### src/rtl/lap_stopwatch.sv
// BCD stopwatch (sec/min/hour/day) with run/stop toggle and a show-ahead lap-capture FIFO.
// Reset is synchronous and active-low; en=0 holds the block cleared and idle.
module lap_stopwatch #(
  parameter int unsigned CNT_W     = 10,
  parameter int unsigned TICK_DIV  = 999,
  parameter int unsigned DBG_DIV   = 9,
  parameter int unsigned DAY_MAX   = 31,
  parameter int unsigned LAP_DEPTH = 4
) (
  input  logic                         clk,
  input  logic                         rstn,
  input  logic                         en,
  input  logic                         dbg,
  input  logic                         start,
  input  logic                         lap,
  input  logic                         lap_rd,
  output logic [3:0]                   sec0,
  output logic [3:0]                   sec1,
  output logic [3:0]                   min0,
  output logic [3:0]                   min1,
  output logic [3:0]                   hour0,
  output logic [3:0]                   hour1,
  output logic [3:0]                   day0,
  output logic [3:0]                   day1,
  output logic                         running,
  output logic                         lap_valid,
  output logic [31:0]                  lap_data,
  output logic [$clog2(LAP_DEPTH):0]   lap_count,
  output logic                         lap_ovf
);

  localparam int unsigned AW = $clog2(LAP_DEPTH);
  localparam int unsigned CW = AW + 1;
  localparam logic [31:0] TimeRst = 32'h0100_0000;
  localparam logic [7:0]  DayMax  = {4'(DAY_MAX / 10), 4'(DAY_MAX % 10)};

  typedef enum logic [0:0] {StIdle, StRun} state_e;

  state_e            state_q, state_d;
  logic [CNT_W-1:0]  cnt_q, cnt_d;
  logic [31:0]       time_q, time_d;
  logic              prev_start_q, prev_lap_q;
  logic [AW-1:0]     rd_ptr_q, rd_ptr_d, wr_ptr_q, wr_ptr_d;
  logic [CW-1:0]     count_q, count_d;
  logic              ovf_q, ovf_d;
  logic [31:0]       mem_q [LAP_DEPTH];

  logic              start_e, lap_e, is_run, tick;
  logic [CNT_W-1:0]  div;
  logic              fifo_empty, fifo_full, push_req, do_push, do_pop;

  // Whole-time increment with the full carry chain resolved in one cycle.
  function automatic logic [31:0] time_inc(input logic [31:0] t);
    logic [3:0] s0, s1, m0, m1, h0, h1, d0, d1;
    {d1, d0, h1, h0, m1, m0, s1, s0} = t;
    if (s0 != 4'd9) begin
      s0 = s0 + 4'd1;
    end else begin
      s0 = 4'd0;
      if (s1 != 4'd5) begin
        s1 = s1 + 4'd1;
      end else begin
        s1 = 4'd0;
        if (m0 != 4'd9) begin
          m0 = m0 + 4'd1;
        end else begin
          m0 = 4'd0;
          if (m1 != 4'd5) begin
            m1 = m1 + 4'd1;
          end else begin
            m1 = 4'd0;
            if ({h1, h0} == 8'h23) begin
              {h1, h0} = 8'h00;
              if ({d1, d0} == DayMax) begin
                {d1, d0} = 8'h01;
              end else if (d0 != 4'd9) begin
                d0 = d0 + 4'd1;
              end else begin
                d0 = 4'd0;
                d1 = d1 + 4'd1;
              end
            end else if (h0 != 4'd9) begin
              h0 = h0 + 4'd1;
            end else begin
              h0 = 4'd0;
              h1 = h1 + 4'd1;
            end
          end
        end
      end
    end
    return {d1, d0, h1, h0, m1, m0, s1, s0};
  endfunction

  always_comb begin
    start_e = start & ~prev_start_q;
    lap_e   = lap & ~prev_lap_q;
    is_run  = (state_q == StRun);
    div     = dbg ? CNT_W'(DBG_DIV) : CNT_W'(TICK_DIV);
    tick    = is_run && (cnt_q == div);

    state_d = state_q;
    cnt_d   = cnt_q;
    time_d  = time_q;
    if (!en) begin
      state_d = StIdle;
      cnt_d   = '0;
      time_d  = TimeRst;
    end else begin
      if (start_e) state_d = is_run ? StIdle : StRun;
      // State is sampled before the toggle, so a tick on the stopping edge still lands.
      if (is_run) begin
        cnt_d = tick ? '0 : cnt_q + CNT_W'(1);
        if (tick) time_d = time_inc(time_q);
      end
    end
  end

  always_comb begin
    fifo_empty = (count_q == '0);
    fifo_full  = (count_q == CW'(LAP_DEPTH));
    push_req   = en && lap_e && is_run;
    do_pop     = en && lap_rd && !fifo_empty;
    do_push    = push_req && (!fifo_full || do_pop);

    rd_ptr_d = rd_ptr_q;
    wr_ptr_d = wr_ptr_q;
    count_d  = count_q;
    ovf_d    = ovf_q;
    if (!en) begin
      rd_ptr_d = '0;
      wr_ptr_d = '0;
      count_d  = '0;
      ovf_d    = 1'b0;
    end else begin
      if (do_push) wr_ptr_d = wr_ptr_q + AW'(1);
      if (do_pop)  rd_ptr_d = rd_ptr_q + AW'(1);
      if (do_push && !do_pop)      count_d = count_q + CW'(1);
      else if (do_pop && !do_push) count_d = count_q - CW'(1);
      if (push_req && !do_push) ovf_d = 1'b1;
    end
  end

  always_ff @(posedge clk) begin
    if (!rstn) begin
      state_q      <= StIdle;
      cnt_q        <= '0;
      time_q       <= TimeRst;
      prev_start_q <= 1'b0;
      prev_lap_q   <= 1'b0;
      rd_ptr_q     <= '0;
      wr_ptr_q     <= '0;
      count_q      <= '0;
      ovf_q        <= 1'b0;
    end else begin
      state_q      <= state_d;
      cnt_q        <= cnt_d;
      time_q       <= time_d;
      prev_start_q <= start;
      prev_lap_q   <= lap;
      rd_ptr_q     <= rd_ptr_d;
      wr_ptr_q     <= wr_ptr_d;
      count_q      <= count_d;
      ovf_q        <= ovf_d;
    end
  end

  // Storage needs no reset: the head is gated to zero whenever the FIFO is empty.
  always_ff @(posedge clk) begin
    if (do_push) mem_q[wr_ptr_q] <= time_q;
  end

  assign {day1, day0, hour1, hour0, min1, min0, sec1, sec0} = time_q;
  assign running   = is_run;
  assign lap_valid = !fifo_empty;
  assign lap_data  = fifo_empty ? 32'h0 : mem_q[rd_ptr_q];
  assign lap_count = count_q;
  assign lap_ovf   = ovf_q;

endmodule

### config.mk
export PLATFORM = sky130hd
export DESIGN_NAME = lap_stopwatch
export DESIGN_NICKNAME = d
export VERILOG_FILES = /design/src/rtl/lap_stopwatch.sv
export SDC_FILE = /design/constraint.sdc
export NUM_CORES = 1
export LEC_CHECK = 0
export CAP_MARGIN = 10
export CORE_ASPECT_RATIO = 0.8
export CORE_MARGIN = 2
export CORE_UTILIZATION = 50
export DETAILED_ROUTE_END_ITERATION = 10
export PLACE_DENSITY = 0.83
export SYNTH_ARGS = -nofsm -noshare
export SYNTH_HDL_FRONTEND = slang
export SYNTH_SLANG_ARGS = --single-unit
### constraint.sdc
create_clock -name clk -period 2.3 [get_ports clk]
set_input_delay 0.23 -clock clk [delete_from_list [all_inputs] [get_ports clk]]
set_output_delay 0.23 -clock clk [all_outputs]
set_load 0.005 [all_outputs]
==> flow_summary.json <==
{
  "status": "finished clean",
  "ios": 77,
  "cts_tree": "built",
  "cts_sinks": 183,
  "grt_use_met3": 0.0679,
  "finalSetupTns_ns": 0,
  "clk-insertion-delay-late_ns": 0.43,
  "rsz0062_at_grt": "yes",
  "synth_seq_cells": 183,
  "ant_nets": 0,
  "power.density_mw_per_mm2": 664,
  "p_int_mw": 5.39,
  "dieHeight_um": 115,
  "final-seq-area_mm2": 0.00495,
  "dp_hpwl_um": 10700,
  "start_util": 0.512,
  "switching_share": 0.185,
  "cp-end-kind": "primary output",
  "multiInputGateArea_mm2": 0.00266,
  "dieArea_mm2": 0.0164,
  "synthCells": 536,
  "cts.path.max_buffers": 2,
  "period_share": 0.997,
  "io_buffer_count": 76,
  "design_area_mm2": 0.00995,
  "vdd_ir_drop_max_mv": 0.469,
  "fmax_mhz": 436,
  "n_fill_cell": 1004,
  "cts_hold_buffers": 0,
  "syn_nets": 557,
  "clock_skew_ns": 0.00686,
  "grt_use_met1": 0.296,
  "required_ns": 2.07,
  "worst_hold_startpoint": "start",
  "clk_pin_slew_worst_paths_ns": 0.06,
  "syn-mean-instance-area_um2": 14.3,
  "synth_cell_types": 55,
  "relSlewSlack": 0.576,
  "routedWlPerCell_um": 20.2,
  "grt_remaining_overflow": 0,
  "vias_per_cell": 5.88,
  "min_period_ns": 2.29,
  "pre_cts_ws_ns": -0.204,
  "startpoint_type": "flip-flop",
  "antenna_found_initial": 0,
  "gp_congestion": 0.855,
  "netlist_area_mm2": 0.00769,
  "dr.pass1.iters": 5,
  "syn2layout_area_growth_pct": 29.4,
  "cts_buffers": 17,
  "hold_class": "input pin to flip-flop",
  "setup_slack_ns": 0.00745,
  "grt_util_met2": 0.385,
  "vias": 5249,
  "crit_arrival_ns": 2.06,
  "setup_violations": 0,
  "hold_viol": 0,
  "max_cap_viol_count": 0,
  "cts-root-buf": "clkbuf_16",
  "p_clk_frac": 0.453,
  "maxSlewViolCount": 0,
  "drt_wl_total_um": 18000,
  "num_antenna_cells": 0,
  "die_x_um": 143,
  "crit_fanout": 8,
  "seq_area_frac_synth": 0.643,
  "htreeDepth": 4,
  "grt_start_max_net_pins": 35,
  "tightestPinTransition_ns": 0.634,
  "p_leak_nw": 3.65,
  "p_switching_mw": 1.22,
  "rows": 40,
  "synth_top_flop_cell": "edfxtp_1",
  "drt_iter0_markers": 513,
  "grt_pass1_vias": 5317,
  "p_comb_frac": 0.018,
  "synth-edff-count": 128,
  "core-area_mm2": 0.0150,
  "grt_use_total": 0.232,
  "total_power_mw": 6.61,
  "grt_pass1_wl_um": 28400,
  "drcViolationCount": 0,
  "synth_warnings": 0,
  "dpl-instance-area_mm2": 0.00914,
  "pwr-share-seq": 0.529,
  "crit_type": "flip-flop to primary output",
  "synthArstFlopShare": 0,
  "final_nets": 712,
  "drive_gt1_frac": 0.243,
  "busiest_layer": "met2",
  "r2r-start": "cnt_q[7]"
}
-- cell type report --
type | count | area share
Tap cell | 189 | 0.0238
Clock buffer | 22 | 0.0456
Timing Repair Buffer | 158 | 0.145
Multi-Input combinational cell | 316 | 0.267
Clock inverter | 9 | 0.0151
Inverter | 15 | 0.00566
Sequential cell | 183 | 0.498
-- timing repair --
| item | CTS | global route |
|---|---|---|
| gates cloned | 3 | 0 |
| buffers inserted | 18 | 3 |
| endpoints found under the setup margin | 32 | 25 |
| resized for setup | 41 | 33 |
| pin swaps | 0 | 2 |
-- layout by cell type, fill, tap and decap left out, types with 3 or more instances in the layout --
cell / instances
nand3b_1: 5
mux4_2: 32
edfxtp_1: 128
nor2_1: 38
or4_1: 6
dlygate4sd2_1: 26
bufinv_16: 4
nor2b_1: 3
o2111ai_1: 3
and2_1: 35
xnor2_1: 13
clkbuf_1: 4
nand2_1: 19
xor2_1: 10
buf_12: 6
buf_4: 63
and2_4: 7
ha_1: 12
nor4b_1: 3
nand4_1: 10
buf_6: 13
a211oi_1: 4
dfxtp_1: 53
inv_1: 15
a21oi_1: 24
clkdlybuf4s50_1: 44
o211ai_1: 4
nand3_1: 14
and3_1: 4
clkbuf_16: 17
or3_1: 8
clkbuf_2: 4
o21ai_0: 16
mux2i_1: 6
-- registers in the layout (all words and copies together) (netlist names), named ones only --
name	flops
mem_q	128
wr_ptr_q	2
running	1
prev_start_q	1
lap_ovf	1
rd_ptr_q	2
prev_lap_q	1
cnt_q	10
time_q	32
lap_count	3
-- per-layer routing --
layer | up-vias | wire length, um
li1 | 2353 | -
met1 | 2618 | 7520
met2 | 234 | 8780
met3 | 44 | 1250
met4 | 0 | 444
met5 | - | 0
-- logic make-up (layout without fill, tap and decap cells) --
logic type                 Yosys count  count (layout)  share of synthesized area
AOI/OAI and AO/OA                   63              63                     0.0511
xor gates and xnor gates            23              23                     0.0262
adders and majority gates           14              14                     0.0238
buffers and inverters               37             204                     0.0187
DFF                                183             183                      0.643
muxes                               38              38                      0.102
and+or+nand+nor                    178             178                      0.136
-- synth_stat cells (2+ instances only) --
master     instances  share of area
dfxtp_1           55           0.14
or4_1              6         0.0059
nor2b_1            3         0.0024
xnor2_1           13          0.015
nand2_1           19         0.0093
nand4_1           10         0.0081
buf_2              3         0.0020
and2_1            42          0.034
clkbuf_1          13         0.0063
o21ai_0           16          0.010
nor4bb_1           3         0.0039
o2111ai_1          3         0.0034
and4bb_2           2         0.0033
a211o_1            2         0.0023
buf_1              5         0.0024
inv_1             15         0.0073
edfxtp_1         128           0.50
ha_1              13          0.021
nand2b_1           2         0.0016
nor4b_1            3         0.0034
a31oi_1            2         0.0016
or3_2              2         0.0020
or3_1              8         0.0065
xor2_1            10          0.011
or3b_2             2         0.0023
and4b_2            2         0.0029
a2111oi_0          2         0.0023
nor2_1            38          0.019
nand3_1           14         0.0091
and3_1             4         0.0033
nor3_1             2         0.0013
a21oi_1           24          0.016
nand3b_1           5         0.0049
mux2i_1            6         0.0078
a211oi_1           4         0.0039
o211ai_1           4         0.0039
o31ai_1            2         0.0020
mux4_2            32          0.094
-- per-stage QoR --
| stage | std cells | util | hold WS, ns |
|---|---|---|---|
| floorplan | 536 | - | 0.352 |
| global placement | 840 | 0.609 | 0.464 |
| detailed placement | 840 | 0.609 | 0.488 |
| CTS | 892 | 0.662 | 0.375 |
| global route | 892 | 0.663 | 0.408 |
| finish | 892 | 0.663 | 0.383 |
-- power by group through the flow --
stage	registers (mW)	logic [mW]	clock network (mW)
after global placement	3.57	0.123	0
final	3.50	0.121	2.99
after detailed placement	3.57	0.125	0
after floorplan	3.57	0.0574	0
after global routing	3.49	0.132	3.18
after CTS	3.50	0.120	3.03
-- worst max-delay path, cell delays in order (launching register included) --
cell           delay [ns]
dfxtp_4              0.39
buf_6                0.20
buf_4                0.14
mux4_2               0.47
and2_1               0.16
dlygate4sd2_1        0.26
-- final timing paths --
kind / end / cells past startpoint / slack [ns]
setup / recovery: lap_data[1] / 5 / 0.007
setup reg to reg: time_q[23] / 6 / 0.06
hold / removal: prev_start_q / 2 / 0.38
hold reg to reg: lap_ovf / 2 / 0.51
(Power assumes the default switching activity.)
